## config.mk

```make
export PLATFORM = sky130hd
export DESIGN_NAME = fetch_stage
export DESIGN_NICKNAME = d
export VERILOG_FILES = /design/src/rtl/fetch_stage.sv
export SDC_FILE = /design/constraint.sdc
export NUM_CORES = 1
export LEC_CHECK = 0
export BUFFER_PORTS_ARGS = -buffer_cell sky130_fd_sc_hd__buf_2
export CORE_MARGIN = 2
export CORE_UTILIZATION = 33
export DETAILED_ROUTE_END_ITERATION = 10
export PLACE_DENSITY = 0.64
export SLEW_MARGIN = 20
export SYNTH_ARGS = -nofsm -noshare
export SYNTH_HDL_FRONTEND = slang
export SYNTH_SLANG_ARGS = --single-unit
```

## constraint.sdc

```tcl
create_clock -name i_clk -period 2.2 [get_ports i_clk]
set_input_delay 0.44 -clock i_clk [delete_from_list [all_inputs] [get_ports i_clk]]
set_output_delay 0.44 -clock i_clk [all_outputs]
set_load 0.01 [all_outputs]
```

## src/rtl/fetch_stage.sv

```systemverilog
// fetch_stage: PC generation and IF/ID pipeline register for a five-stage
// MIPS pipeline. A one-cycle BOOT state follows reset, RUN fetches, and
// HALT parks fetch once the halt encoding is latched.
// Optional macro FETCH_PERF_EN adds fetch and bubble counters.
module fetch_stage #(
  parameter logic [31:0] RESET_PC   = 32'h0000_0000,
  parameter logic [31:0] HALT_INSTR = 32'hFFFF_FFFF
) (
  input  logic        i_clk,
  input  logic        i_reset,
  input  logic        i_stall,
  input  logic        i_flush,
  input  logic        i_branch_taken,
  input  logic [31:0] i_branch_target,
  input  logic        i_jump,
  input  logic [31:0] i_jump_target,
  input  logic [31:0] i_instruction,
  output logic [31:0] o_pc,
  output logic        o_read,
  output logic [31:0] o_ifid_instr,
  output logic [31:0] o_ifid_pc4,
  output logic        o_ifid_valid,
  output logic        o_halted
`ifdef FETCH_PERF_EN
  ,
  output logic [31:0] o_fetch_count,
  output logic [31:0] o_bubble_count
`endif
);

  typedef enum logic [1:0] {
    ST_BOOT = 2'd0,
    ST_RUN  = 2'd1,
    ST_HALT = 2'd2
  } state_t;

  state_t      state_q, state_d;
  logic [31:0] pc_q, pc_d;
  logic [31:0] ifid_instr_q, ifid_instr_d;
  logic [31:0] ifid_pc4_q, ifid_pc4_d;
  logic        ifid_valid_q, ifid_valid_d;

  logic        redirect;
  logic [31:0] target_sel;
  logic [31:0] target;
  logic [31:0] pc_plus4;
  logic        load_bubble;
  logic        take_normal;

  // Redirect select (jump wins over branch) and word-aligned target.
  always_comb begin
    redirect   = i_jump | i_branch_taken;
    target_sel = i_jump ? i_jump_target : i_branch_target;
    target     = target_sel & 32'hFFFF_FFFC;
    pc_plus4   = pc_q + 32'd4;
  end

  // Next-state logic: redirect beats stall, stall beats flush/normal.
  always_comb begin
    state_d      = state_q;
    pc_d         = pc_q;
    ifid_instr_d = ifid_instr_q;
    ifid_pc4_d   = ifid_pc4_q;
    ifid_valid_d = ifid_valid_q;
    load_bubble  = 1'b0;
    take_normal  = 1'b0;
    case (state_q)
      ST_BOOT: begin
        state_d     = ST_RUN;
        load_bubble = 1'b1;
        if (redirect) pc_d = target;
      end
      ST_RUN: begin
        if (redirect) begin
          pc_d        = target;
          load_bubble = 1'b1;
        end else if (i_stall) begin
          // PC holds; a simultaneous flush still squashes IF/ID.
          load_bubble = i_flush;
        end else if (i_flush) begin
          pc_d        = pc_plus4;
          load_bubble = 1'b1;
        end else begin
          take_normal  = 1'b1;
          ifid_instr_d = i_instruction;
          ifid_pc4_d   = pc_plus4;
          ifid_valid_d = 1'b1;
          // The halt word is delivered to decode but PC stops on it.
          if (i_instruction == HALT_INSTR) state_d = ST_HALT;
          else                             pc_d    = pc_plus4;
        end
      end
      ST_HALT: begin
        load_bubble = 1'b1;
        if (redirect) begin
          pc_d    = target;
          state_d = ST_RUN;
        end
      end
      default: begin
        state_d     = ST_BOOT;
        load_bubble = 1'b1;
      end
    endcase
    if (load_bubble) begin
      ifid_instr_d = 32'h0000_0000;
      ifid_pc4_d   = 32'h0000_0000;
      ifid_valid_d = 1'b0;
    end
  end

  // State, PC and IF/ID registers with synchronous reset.
  always_ff @(posedge i_clk) begin
    if (i_reset) begin
      state_q      <= ST_BOOT;
      pc_q         <= RESET_PC;
      ifid_instr_q <= 32'h0000_0000;
      ifid_pc4_q   <= 32'h0000_0000;
      ifid_valid_q <= 1'b0;
    end else begin
      state_q      <= state_d;
      pc_q         <= pc_d;
      ifid_instr_q <= ifid_instr_d;
      ifid_pc4_q   <= ifid_pc4_d;
      ifid_valid_q <= ifid_valid_d;
    end
  end

`ifdef FETCH_PERF_EN
  logic [31:0] fetch_count_q, fetch_count_d;
  logic [31:0] bubble_count_q, bubble_count_d;

  // Counter increments; both wrap naturally at 2^32.
  always_comb begin
    fetch_count_d  = fetch_count_q + {31'd0, take_normal};
    bubble_count_d = bubble_count_q + {31'd0, load_bubble};
  end

  // Performance counter registers.
  always_ff @(posedge i_clk) begin
    if (i_reset) begin
      fetch_count_q  <= 32'd0;
      bubble_count_q <= 32'd0;
    end else begin
      fetch_count_q  <= fetch_count_d;
      bubble_count_q <= bubble_count_d;
    end
  end

  assign o_fetch_count  = fetch_count_q;
  assign o_bubble_count = bubble_count_q;
`endif

  assign o_pc         = pc_q;
  assign o_read       = (state_q == ST_RUN);
  assign o_ifid_instr = ifid_instr_q;
  assign o_ifid_pc4   = ifid_pc4_q;
  assign o_ifid_valid = ifid_valid_q;
  assign o_halted     = (state_q == ST_HALT);

endmodule
```

### Word-level counts from Yosys, hierarchy flattened

Index checks and enable logic that the tools add are counted.

* multiplexer cells: 17
* add/sub/neg operators: 1
* bitwise gates (word level): 4
* eq/ne operators: 11
* reduce and logical (&&, ||, !) cells: 7

Operators with widths (number)
* $mux 32: 6
* $pmux 32 s2: 1
* $add 32x3->32 const B: 1
* $eq 32x32->1 const B: 1
* $mux 2: 5
* $reduce_and 4->1: 2
* $ne 2x1->1 const B: 3
* $ne 2x2->1 const B: 3
* $pmux 2 s3: 1
* $reduce_and 5->1: 1
* $mux 1: 4
* $ne 4x4->1 const B: 1
* $reduce_or 2->1: 2
* $ne 3x2->1 const B: 1
* $not 1->1: 3
* $eq 2x1->1 const B: 1
* $eq 2x2->1 const B: 1
* $logic_not 2->1: 1
* $reduce_bool 2->1: 1
* $or 1x1->1: 1

* logic and storage cells: 45
* output and inout bits: 99
* flip-flop bits (word level): 99

### Logic depth before layout (Yosys ltp)

Gate-level depths: netlist of the first run.

* word-level depth: 6
* depth in mapped cells: 8
* mapped depth without buffers: 6

### Worst setup path before layout of the first run

No wires, ideal clock.

* path type: in2reg
* start: input i_jump
* end: register pc_q[20], in the netlist o_pc[20]
* path slack: 0.353 ns
* setup time: 0.127 ns
* stages on the path: 7
* path buffers: 4
* arrival: 1.720 ns
* path through: buf_2 or3b_1 clkbuf_1 buf_2 clkbuf_1 nor3_1 o32ai_1

* word-level cells in the longest chain between the ends: 3
* elaborated cells between the ends (all ways): 9
* those cells by class: 3 x eq/ne; 4 x mux; 1 x bitwise; 1 x reduce/logical

RTL lines
* start, declared: line 15 `input logic i_jump,`
* $or 1x1->1 / $mux 32 (equally long branches): line 52, 53
* $ne 4x4->1 (no line) (tied with other cells)
* $reduce_and 4->1 (no line) / $pmux 32 s2 (equally long branches)
* end signal, assigned: line 122 `pc_q <= pc_d;`
* end, declared: line 38 `logic [31:0] pc_q, pc_d;`

Parallel ways exist; a longest one is shown, timed or not. The select of a mux whose other input is x is not followed.
A chain may end at the register's enable or synchronous reset.

### Final worst setup path of the first run

* start: register pc_q[3], in the netlist o_pc[3]
* end: register pc_q[28], in the netlist o_pc[28]

* word-level cells in the longest chain between the ends: 6

RTL lines
* $add 32x3->32 (*): line 55 `pc_plus4 = pc_q + 32'd4;`
* $mux 32: line 89 `if (i_instruction == HALT_INSTR) state_d = ST_HALT;`
* $mux 32 (*): line 80 `end else if (i_flush) begin`
* $mux 32 (*): line 77 `end else if (i_stall) begin`
* $mux 32 (*): line 74 `if (redirect) begin`
* $pmux 32 s2 (*): line 67 `case (state_q)`

Every way passes the cells marked *; elsewhere a longest branch is shown, timed or not. The select of a mux whose other input is x is not followed.

==> results.yml, run 1 <==
synth:
  ys_seq_area_frac: 0.368
  synth_warnings: 0
  async_flop_share: 0
  synth_top_area_cell: "dfxtp_1"
  synthesis.area_um2: 5160
  syn_avg_cell_area_um2: 8.49
  synth_cell_types: 59
  synth.area.top_cells: "dfxtp_1, mux2i_1, nor2_1"
  synth-main-ff-cell: "dfxtp_1"
  ys_ff_latch: 95
  synth_edf_count: 0
  yosys.area.top_type_share: 0.368
  synthCells: 608
finish:
  syn2layout_area_growth_pct: 31.2
  layoutNonFillerInstCount: 1011
  mostFrequentLayoutCells: "buf_2, dfxtp_1, nor2_1"
  fillCellCount: 1589
  final_common_cell: "buf_2"
  fin_nets: 898
  diodes: 0
  seqCellArea_um2: 1900
  drive_gt1_frac: 0.336
  multi_input_area_um2: 2970
status:
  status: "finished clean"
cts:
  cts_buffer_depth: 2
  htreeDepth: 3
  post_cts_buffers: 0
  clockRootBuffer: "clkbuf_16"
  clkTransAtPathRegs_ns: 0.07
  cts.sinks: 95
  cts-resized-gates: 0
  cts_tree: "done"
  cts_hold_buf: 0
  numCtsBuffers: 9
  clk_latency_ns: 0.35
power:
  leakagePower_nw: 3.13
  vdd_drop_max_uv: 384
  power_w: 0.00418
  p_per_area_nw_per_um2: 617
drt:
  viasPerCell: 5.08
  drtAntennaViolNets: 0
  drtIter0Drc: 310
  drc: 0
  drt_pass1_iterations: 4
  wl_per_cell_um: 16.3
  wl_um: 16500
  vias: 5139
die:
  io_pins: 201
  initial_core_util: 0.338
  die-area_um2: 16700
  die_w_um: 129
  die_y_um: 129
  core_region_area_um2: 15300
  rows: 45
sta:
  max_slew.worst_pin.slew_ns: 0.824
  min_period_ns: 2.00
  rsz0062_at_grt: "false"
  fmax_mhz: 501
  relSlewSlack: 0.451
  post-route-period-util: 0.908
  hold_viol: 0
  whs_ns: 0.333
  slew_violations: 0
  setup_viol: 0
  clock_skew_ns: 0.00511
worst_setup_path:
  startpoint_type: "register"
  rrSetupSlack_ns: 0.20
  crit_fanout: 13
  crit_required_ns: 2.42
  endpoint_kind: "register"
  critical_path_arrival_ns: 2.22
  critPathKind: "reg2reg"
place:
  placed_cells: 995
  portBuffers: 192
  gp_congestion: 0.864
  dp_hpwl_um: 12100
grt:
  overflow: 0
  grt_pass1_vias: 4750
  grt_max_degree: 59
  grt_first_pass_wirelength_um: 25500
  grt_usage: 0.196
  antenna_found_initial: 0
hold_path:
  hold_path_class: "in2reg"
run:
  maxCapViolations: 0
==> cell type report <==
type,instances,area share
Timing Repair Buffer,230,0.191
Clock buffer,10,0.0353
Multi-Input combinational cell,450,0.438
Sequential cell,95,0.281
Clock inverter,6,0.0113
Inverter,9,0.00499
Tap cell,211,0.0390
==> Yosys cell counts, types with 3 or more instances <==
cell type and number:
and3_1 8, a211oi_1 18, buf_2 20, xor2_1 13, nand2_1 37, nand4_1 15
nand3_1 23, o2111ai_1 4, a31oi_1 10, o211a_1 5, clkbuf_1 24, dfxtp_1 95
a21oi_1 33, o32ai_1 14, o31ai_1 10, buf_4 10, nor2b_1 4, mux2i_1 60
mux2_2 6, nor4_1 5, o21ai_0 10, xnor2_1 11, nand2b_1 3, nor3_1 22
nor2_1 93, o311ai_0 5, o31a_1 3, inv_1 8, and4_1 4
==> power by group <==
part	leakage [nW]	switching, W	internal [W]	total [W]
registers	0.773	0.0000727	0.00177	0.00185
clock network	0.155	0.000732	0.000931	0.00166
logic	2.20	0.000366	0.000305	0.000670
total	3.13	0.00117	0.00301	0.00418
==> cells by family (layout without fill, tap and decap cells) <==
family                   Yosys count  in the layout  synth area share
adder cells (fa/ha/maj)            1              1           0.00242
other                              1              4          0.000726
XOR/XNOR                          24             24            0.0407
flip-flops                        95             95             0.368
AND/OR/NAND/NOR                  233            233             0.230
buffers and inverters             66            255            0.0615
AO/OA/AOI/OAI                    122            122             0.166
multiplexers                      66             66             0.129
==> registers in the layout, indices dropped and copies added (netlist names) <==
name,cells
o_ifid_pc4,30
o_ifid_valid,1
o_pc,30
state_q,2
o_ifid_instr,32
==> per-layer routing <==
layer | global-route usage | up-vias | wire length, um
met2 | 0.323 | 160 | 7950
met4 | 0.0473 | 0 | 210
met5 | 0 | - | 0
met1 | 0.257 | 2385 | 7180
met3 | 0.0533 | 14 | 1180
li1 | - | 2580 | -
==> worst paths after layout <==
path / startpoint / cells after the start / end
min reg2reg: o_ifid_valid$_SDFFE_PP0P_ / 2 / o_ifid_valid$_SDFFE_PP0P_
max reg2reg: o_pc[3]$_SDFFE_PP0P_ / 7 / o_pc[28]$_SDFFE_PP0P_
min: i_instruction[4] / 3 / o_ifid_instr[4]$_SDFFE_PP0P_
max: o_pc[3]$_SDFFE_PP0P_ / 7 / o_pc[28]$_SDFFE_PP0P_
==> worst max-delay path: stages (launching register included) <==
cell and delay, ns:
dfxtp_1 0.44, ha_2 0.31, nand3_1 0.12, nor4_2 0.20
buf_4 0.25, nand4_1 0.16, a211oi_1 0.27, o32ai_1 0.11
==> stage by stage <==
step            util  worst slack, ns  instance area [um2]   TNS, ns
6_report       0.444            0.203                 6780         0
4_1_cts        0.444            0.185                 6770         0
3_3_place_gp   0.423         -0.00269                 6460  -0.00609
3_5_place_dp   0.423          -0.0101                 6460   -0.0271
5_1_grt        0.444           0.0311                 6780         0
2_1_floorplan      -            0.353                 5170         0
(Power assumes the default switching activity.)
==> run 2: changes to the inputs <==
--- a/config.mk
+++ b/config.mk
@@ -8,6 +8,7 @@
 export BUFFER_PORTS_ARGS = -buffer_cell sky130_fd_sc_hd__buf_2
 export CORE_MARGIN = 2
 export CORE_UTILIZATION = 33
+export CTS_BUF_LIST = sky130_fd_sc_hd__clkbuf_4
 export DETAILED_ROUTE_END_ITERATION = 10
 export PLACE_DENSITY = 0.64
 export SLEW_MARGIN = 20
==> results.yml, run 2 (same netlist as run 1, synthesis figures left out) <==
status:
  status: "finished clean"
finish:
  final_area_um2: 6610
  syn2layout_area_growth_pct: 28.0
  layoutNonFillerInstCount: 1012
  final_common_cell: "buf_2"
  largest_reg_flops: 32
  drive_gt1_frac: 0.335
  fin_nets: 898
  mostFrequentLayoutCells: "buf_2, dfxtp_1, nor2_1"
sta:
  min_period_ns: 2.01
  setup_viol: 0
  relSlewSlack: 0.449
  rsz0062_at_grt: "false"
  hold_viol: 0
  fmax_mhz: 499
  clock_skew_ns: 0.0175
  tns_ns: 0
  slew_violations: 0
  post-route-period-util: 0.911
  fin_ws_ns: 0.195
  max_slew.worst_pin.slew_ns: 0.826
drt:
  drtIter0Drc: 370
  drtAntennaViolNets: 0
  wl_per_cell_um: 16.3
  viasPerCell: 5.11
  vias: 5173
  wl_um: 16500
  drt_pass1_iterations: 5
  drc: 0
die:
  die_y_um: 129
  io_pins: 201
  initial_core_util: 0.338
  rows: 45
  die-area_um2: 16700
  core_region_area_um2: 15300
  die_w_um: 129
grt:
  grt_first_pass_wirelength_um: 25300
  grt_usage: 0.195
  grt_pass1_vias: 4717
  antenna_found_initial: 1
  grt_max_degree: 59
  overflow: 0
power:
  p_per_area_nw_per_um2: 537
  power_w: 0.00355
  p_int_w: 0.00244
  p_sw_w: 0.00110
  pwr-share-clk: 0.289
  seqPwrFrac: 0.521
  swShare: 0.311
  pwr-share-comb: 0.189
  leakagePower_nw: 3.05
  vdd_drop_max_uv: 297
place:
  portBuffers: 192
  gp_congestion: 0.864
  placed_area_um2: 6460
  dp_hpwl_um: 12100
  placed_cells: 995
  pre_cts_ws_ns: -0.0101
cts:
  clk_latency_ns: 0.47
  cts_tree: "done"
  cts.sinks: 95
  cts_buffer_depth: 2
  numCtsBuffers: 9
  clockRootBuffer: "clkbuf_4"
  clkTransAtPathRegs_ns: 0.17
  post_cts_buffers: 0
  htreeDepth: 3
run:
  maxCapViolations: 0
worst_setup_path:
  crit_fanout: 15
  cp_slowest_cell: "dfxtp_1"
  crit_path_frequent_cell: "buf_4"
  critPathKind: "reg2reg"
  crit_required_ns: 2.60
  cp_slowest_stage_delay_ns: 0.49
  critical_path_arrival_ns: 2.40
  endpoint_kind: "register"
  startpoint_type: "register"
  crit_chain: "nor2b_1, and3b_1, and3_1, buf_4, buf_4, a211oi_1, o32ai_1"
hold_path:
  hold_path_class: "in2reg"
## run 2: changes by cell type in the layout (fill, tap and decap cells not counted)
cell	before	now
clkinv_1	1	2
clkbuf_16	9	0
diode_2	0	1
clkbuf_8	1	0
clkbuf_4	0	9
## run 2: repair_timing
| action | CTS | global route |
|---|---|---|
| endpoints found under the setup margin | 0 | 3 |
| hold buffers | 0 | 0 |
| gates resized for setup | 0 | 2 |
## run 2: final timing paths
kind / start / end / slack, ns / cells after the start
min reg2reg: o_ifid_valid$_SDFFE_PP0P_ / o_ifid_valid$_SDFFE_PP0P_ / 0.46 / 2
max reg2reg: state_q[0]$_SDFFE_PP0P_ / o_pc[27]$_SDFFE_PP0P_ / 0.19 / 7
max: state_q[0]$_SDFFE_PP0P_ / o_pc[27]$_SDFFE_PP0P_ / 0.19 / 7
min: i_instruction[0] / o_ifid_instr[0]$_SDFFE_PP0P_ / 0.20 / 3
## run 2: per-stage QoR
stage	util	hold slack (ns)
2_1_floorplan	-	0.470
3_5_place_dp	0.423	0.439
6_report	0.433	0.201
3_3_place_gp	0.423	0.430
4_1_cts	0.433	0.156
5_1_grt	0.433	0.140
## run 2: critical path, delay by kind of cell (launching register included)
kind / cells / cell delay (ns)
flip-flops: 1 / 0.49
buffers and inverters: 2 / 0.43
AO/OA/AOI/OAI: 2 / 0.18
AND/OR/NAND/NOR: 3 / 0.83
## run 2: routing by layer
metal | part of all wire | global-route usage | up-vias
li1 | - | - | 2583
met1 | 0.45 | 0.258 | 2405
met2 | 0.48 | 0.320 | 173
met3 | 0.058 | 0.0557 | 12
met4 | 0.0097 | 0.0422 | 0
met5 | 0 | 0 | -
## run 2: area by class of cell
type / instances / area, um2
Fill cell: 1607 / 8650
Multi-Input combinational cell: 450 / 2970
Sequential cell: 95 / 1900
Timing Repair Buffer: 230 / 1300
Tap cell: 211 / 264
Clock inverter: 7 / 80.1
Clock buffer: 9 / 67.6
Inverter: 9 / 33.8
Antenna cell: 1 / 2.50
## run 2: power by group through the flow
stage | clock network (W) | logic [W] | registers, W
2_1_floorplan | 0 | 0.000367 | 0.00190
3_3_place_gp | 0 | 0.000666 | 0.00188
3_5_place_dp | 0 | 0.000671 | 0.00189
4_1_cts | 0.00107 | 0.000673 | 0.00185
5_1_grt | 0.00113 | 0.000739 | 0.00186
6_report | 0.00103 | 0.000671 | 0.00185
==> run 3: changes to the inputs <==
--- a/config.mk
+++ b/config.mk
@@ -5,6 +5,7 @@
 export SDC_FILE = /design/constraint.sdc
 export NUM_CORES = 1
 export LEC_CHECK = 0
+export ABC_AREA = 1
 export BUFFER_PORTS_ARGS = -buffer_cell sky130_fd_sc_hd__buf_2
 export CORE_MARGIN = 2
 export CORE_UTILIZATION = 33
==> results.yml, run 3 <==
drt:
  vias: 5764
  drc: 0
  wl_per_cell_um: 13.8
  drtAntennaViolNets: 0
  drtIter0Drc: 462
  drt_pass1_iterations: 5
  wl_um: 17100
  viasPerCell: 4.66
grt:
  grt_usage: 0.201
  grt_first_pass_wirelength_um: 26500
  antenna_found_initial: 1
  grt_max_degree: 54
  grt_pass1_vias: 5183
  overflow: 0
worst_setup_path:
  crit_required_ns: 2.61
  startpoint_type: "register"
  critical_path_arrival_ns: 2.34
  cpLargestDelayFamily: "simple AND/OR/NAND/NOR gates"
  cp_slowest_stage_delay_ns: 0.45
  crit_fanout: 5
  crit_path_frequent_cell: "nand2_1"
  crit_chain: "ha_1, nand3_2, nor2_2, nand2_1, nor2_2, nand2_1, nand2_1, nand2_1, a21oi_1, nor2_1"
  critPathKind: "reg2reg"
  cp_slowest_cell: "dfxtp_1"
  critPathBufInv: 0
  endpoint_kind: "register"
die:
  rows: 46
  die_w_um: 130
  core_region_area_um2: 15800
  io_pins: 201
  die-area_um2: 17000
  initial_core_util: 0.334
  die_y_um: 130
status:
  status: "finished clean"
sta:
  min_period_ns: 1.93
  slew_violations: 0
  fin_ws_ns: 0.267
  post-route-period-util: 0.879
  whs_ns: 0.179
  fmax_mhz: 517
  setup_viol: 0
  tns_ns: 0
  hold_viol: 0
  max_slew.worst_pin.slew_ns: 0.709
  relSlewSlack: 0.527
  rsz0062_at_grt: "false"
  clock_skew_ns: 0.0215
run:
  maxCapViolations: 0
place:
  gp_congestion: 0.888
  pre_cts_ws_ns: 0.226
  dp_hpwl_um: 12800
  portBuffers: 192
synth:
  yosys.area.top_type_share: 0.361
  synthesis.area_um2: 5270
  synth_warnings: 0
  synth_top_area_cell: "dfxtp_1"
  synth-main-ff-cell: "dfxtp_1"
  synthCells: 838
  synth_cell_types: 37
  ys_seq_area_frac: 0.361
  async_flop_share: 0
  ys_ff_latch: 95
  synth_common_cells: "nand2_1, nor2_1, dfxtp_1"
  synth_edf_count: 0
  syn_avg_cell_area_um2: 6.29
  synth.area.top_cells: "dfxtp_1, nand2_1, nor2_1"
  yosysMostFrequentCell: "nand2_1"
cts:
  numCtsBuffers: 9
  clockRootBuffer: "clkbuf_4"
  cts_hold_buf: 0
  clkTransAtPathRegs_ns: 0.17
  clk_latency_ns: 0.49
  htreeDepth: 3
  post_cts_buffers: 0
  cts.sinks: 95
  cts-resized-gates: 0
  cts_tree: "done"
  cts_buffer_depth: 2
finish:
  mostFrequentLayoutCells: "nand2_1, buf_2, nor2_1"
  fin_util: 0.413
  largest_reg_flops: 32
  syn2layout_area_growth_pct: 23.6
  final_common_cell: "nand2_1"
  fin_nets: 1119
  drive_gt1_frac: 0.253
power:
  p_per_area_nw_per_um2: 539
  leakagePower_nw: 3.41
  vdd_drop_max_uv: 265
hold_path:
  hold_path_class: "in2reg"
run 3: cell count changes after synthesis, sizes merged, moves of 45 or more:
cell	previous run	this run
inv	8	66
mux2i	60	4
nand2	37	265
nand3	25	76
nor2	93	176
o21ai	10	55
run 3: area by class of cell:
cell class | instances | area (um2)
Fill cell | 1801 | 9250
Clock buffer | 9 | 67.6
Sequential cell | 95 | 1900
Tap cell | 216 | 270
Multi-Input combinational cell | 638 | 2880
Clock inverter | 7 | 80.1
Antenna cell | 1 | 2.50
Timing Repair Buffer | 205 | 1060
Inverter | 67 | 260
run 3: power by group:
group / internal [W] / switching [W] / leakage (nW)
Combinational: 0.000237 / 0.000374 / 2.56
Clock: 0.000363 / 0.000677 / 0.0805
Sequential: 0.00178 / 0.0000790 / 0.774
run 3: tightest hold or removal path, delay by kind of cell:
family        cells  cell delay, ns
simple gates      2            0.12
buf+inv           1            0.09
run 3: worst paths after layout:
check	cells past startpoint	slack, ns	endpoint	from
worst max-delay path	10	0.27	o_pc[24]$_SDFFE_PP0P_	o_pc[3]$_SDFFE_PP0P_
worst min-delay path	3	0.18	o_ifid_instr[15]$_SDFFE_PP0P_	i_instruction[15]
worst max register to register	10	0.27	o_pc[24]$_SDFFE_PP0P_	o_pc[3]$_SDFFE_PP0P_
worst min register to register	2	0.50	o_ifid_valid$_SDFFE_PP0P_	o_ifid_valid$_SDFFE_PP0P_
run 3: metal layers:
layer | GRT usage | vias up | share of wire
li1 | - | 3007 | -
met1 | 0.268 | 2555 | 0.46
met2 | 0.326 | 183 | 0.45
met3 | 0.0411 | 19 | 0.069
met4 | 0.0720 | 0 | 0.020
met5 | 0 | - | 0
run 3: cells by family after synthesis:
| logic type | share of synthesized area |
|---|---|
| AND/OR/NAND/NOR | 0.414 |
| buffers and inverters | 0.0956 |
| AO/OA/AOI/OAI | 0.114 |
| flip-flops | 0.361 |
| multiplexers | 0.00759 |
| XOR/XNOR | 0.00498 |
| adder cells (fa/ha/maj) | 0.00237 |
| other | 0.000711 |
run 3: stage by stage:
| step | instance area (um2) | total power [W] | instances |
|---|---|---|---|
| 2_1_floorplan | 5280 | 0.00225 | 841 |
| 3_3_place_gp | 6370 | 0.00250 | 1221 |
| 3_5_place_dp | 6370 | 0.00251 | 1221 |
| 4_1_cts | 6520 | 0.00355 | 1237 |
| 5_1_grt | 6520 | 0.00370 | 1238 |
| 6_report | 6520 | 0.00351 | 1238 |
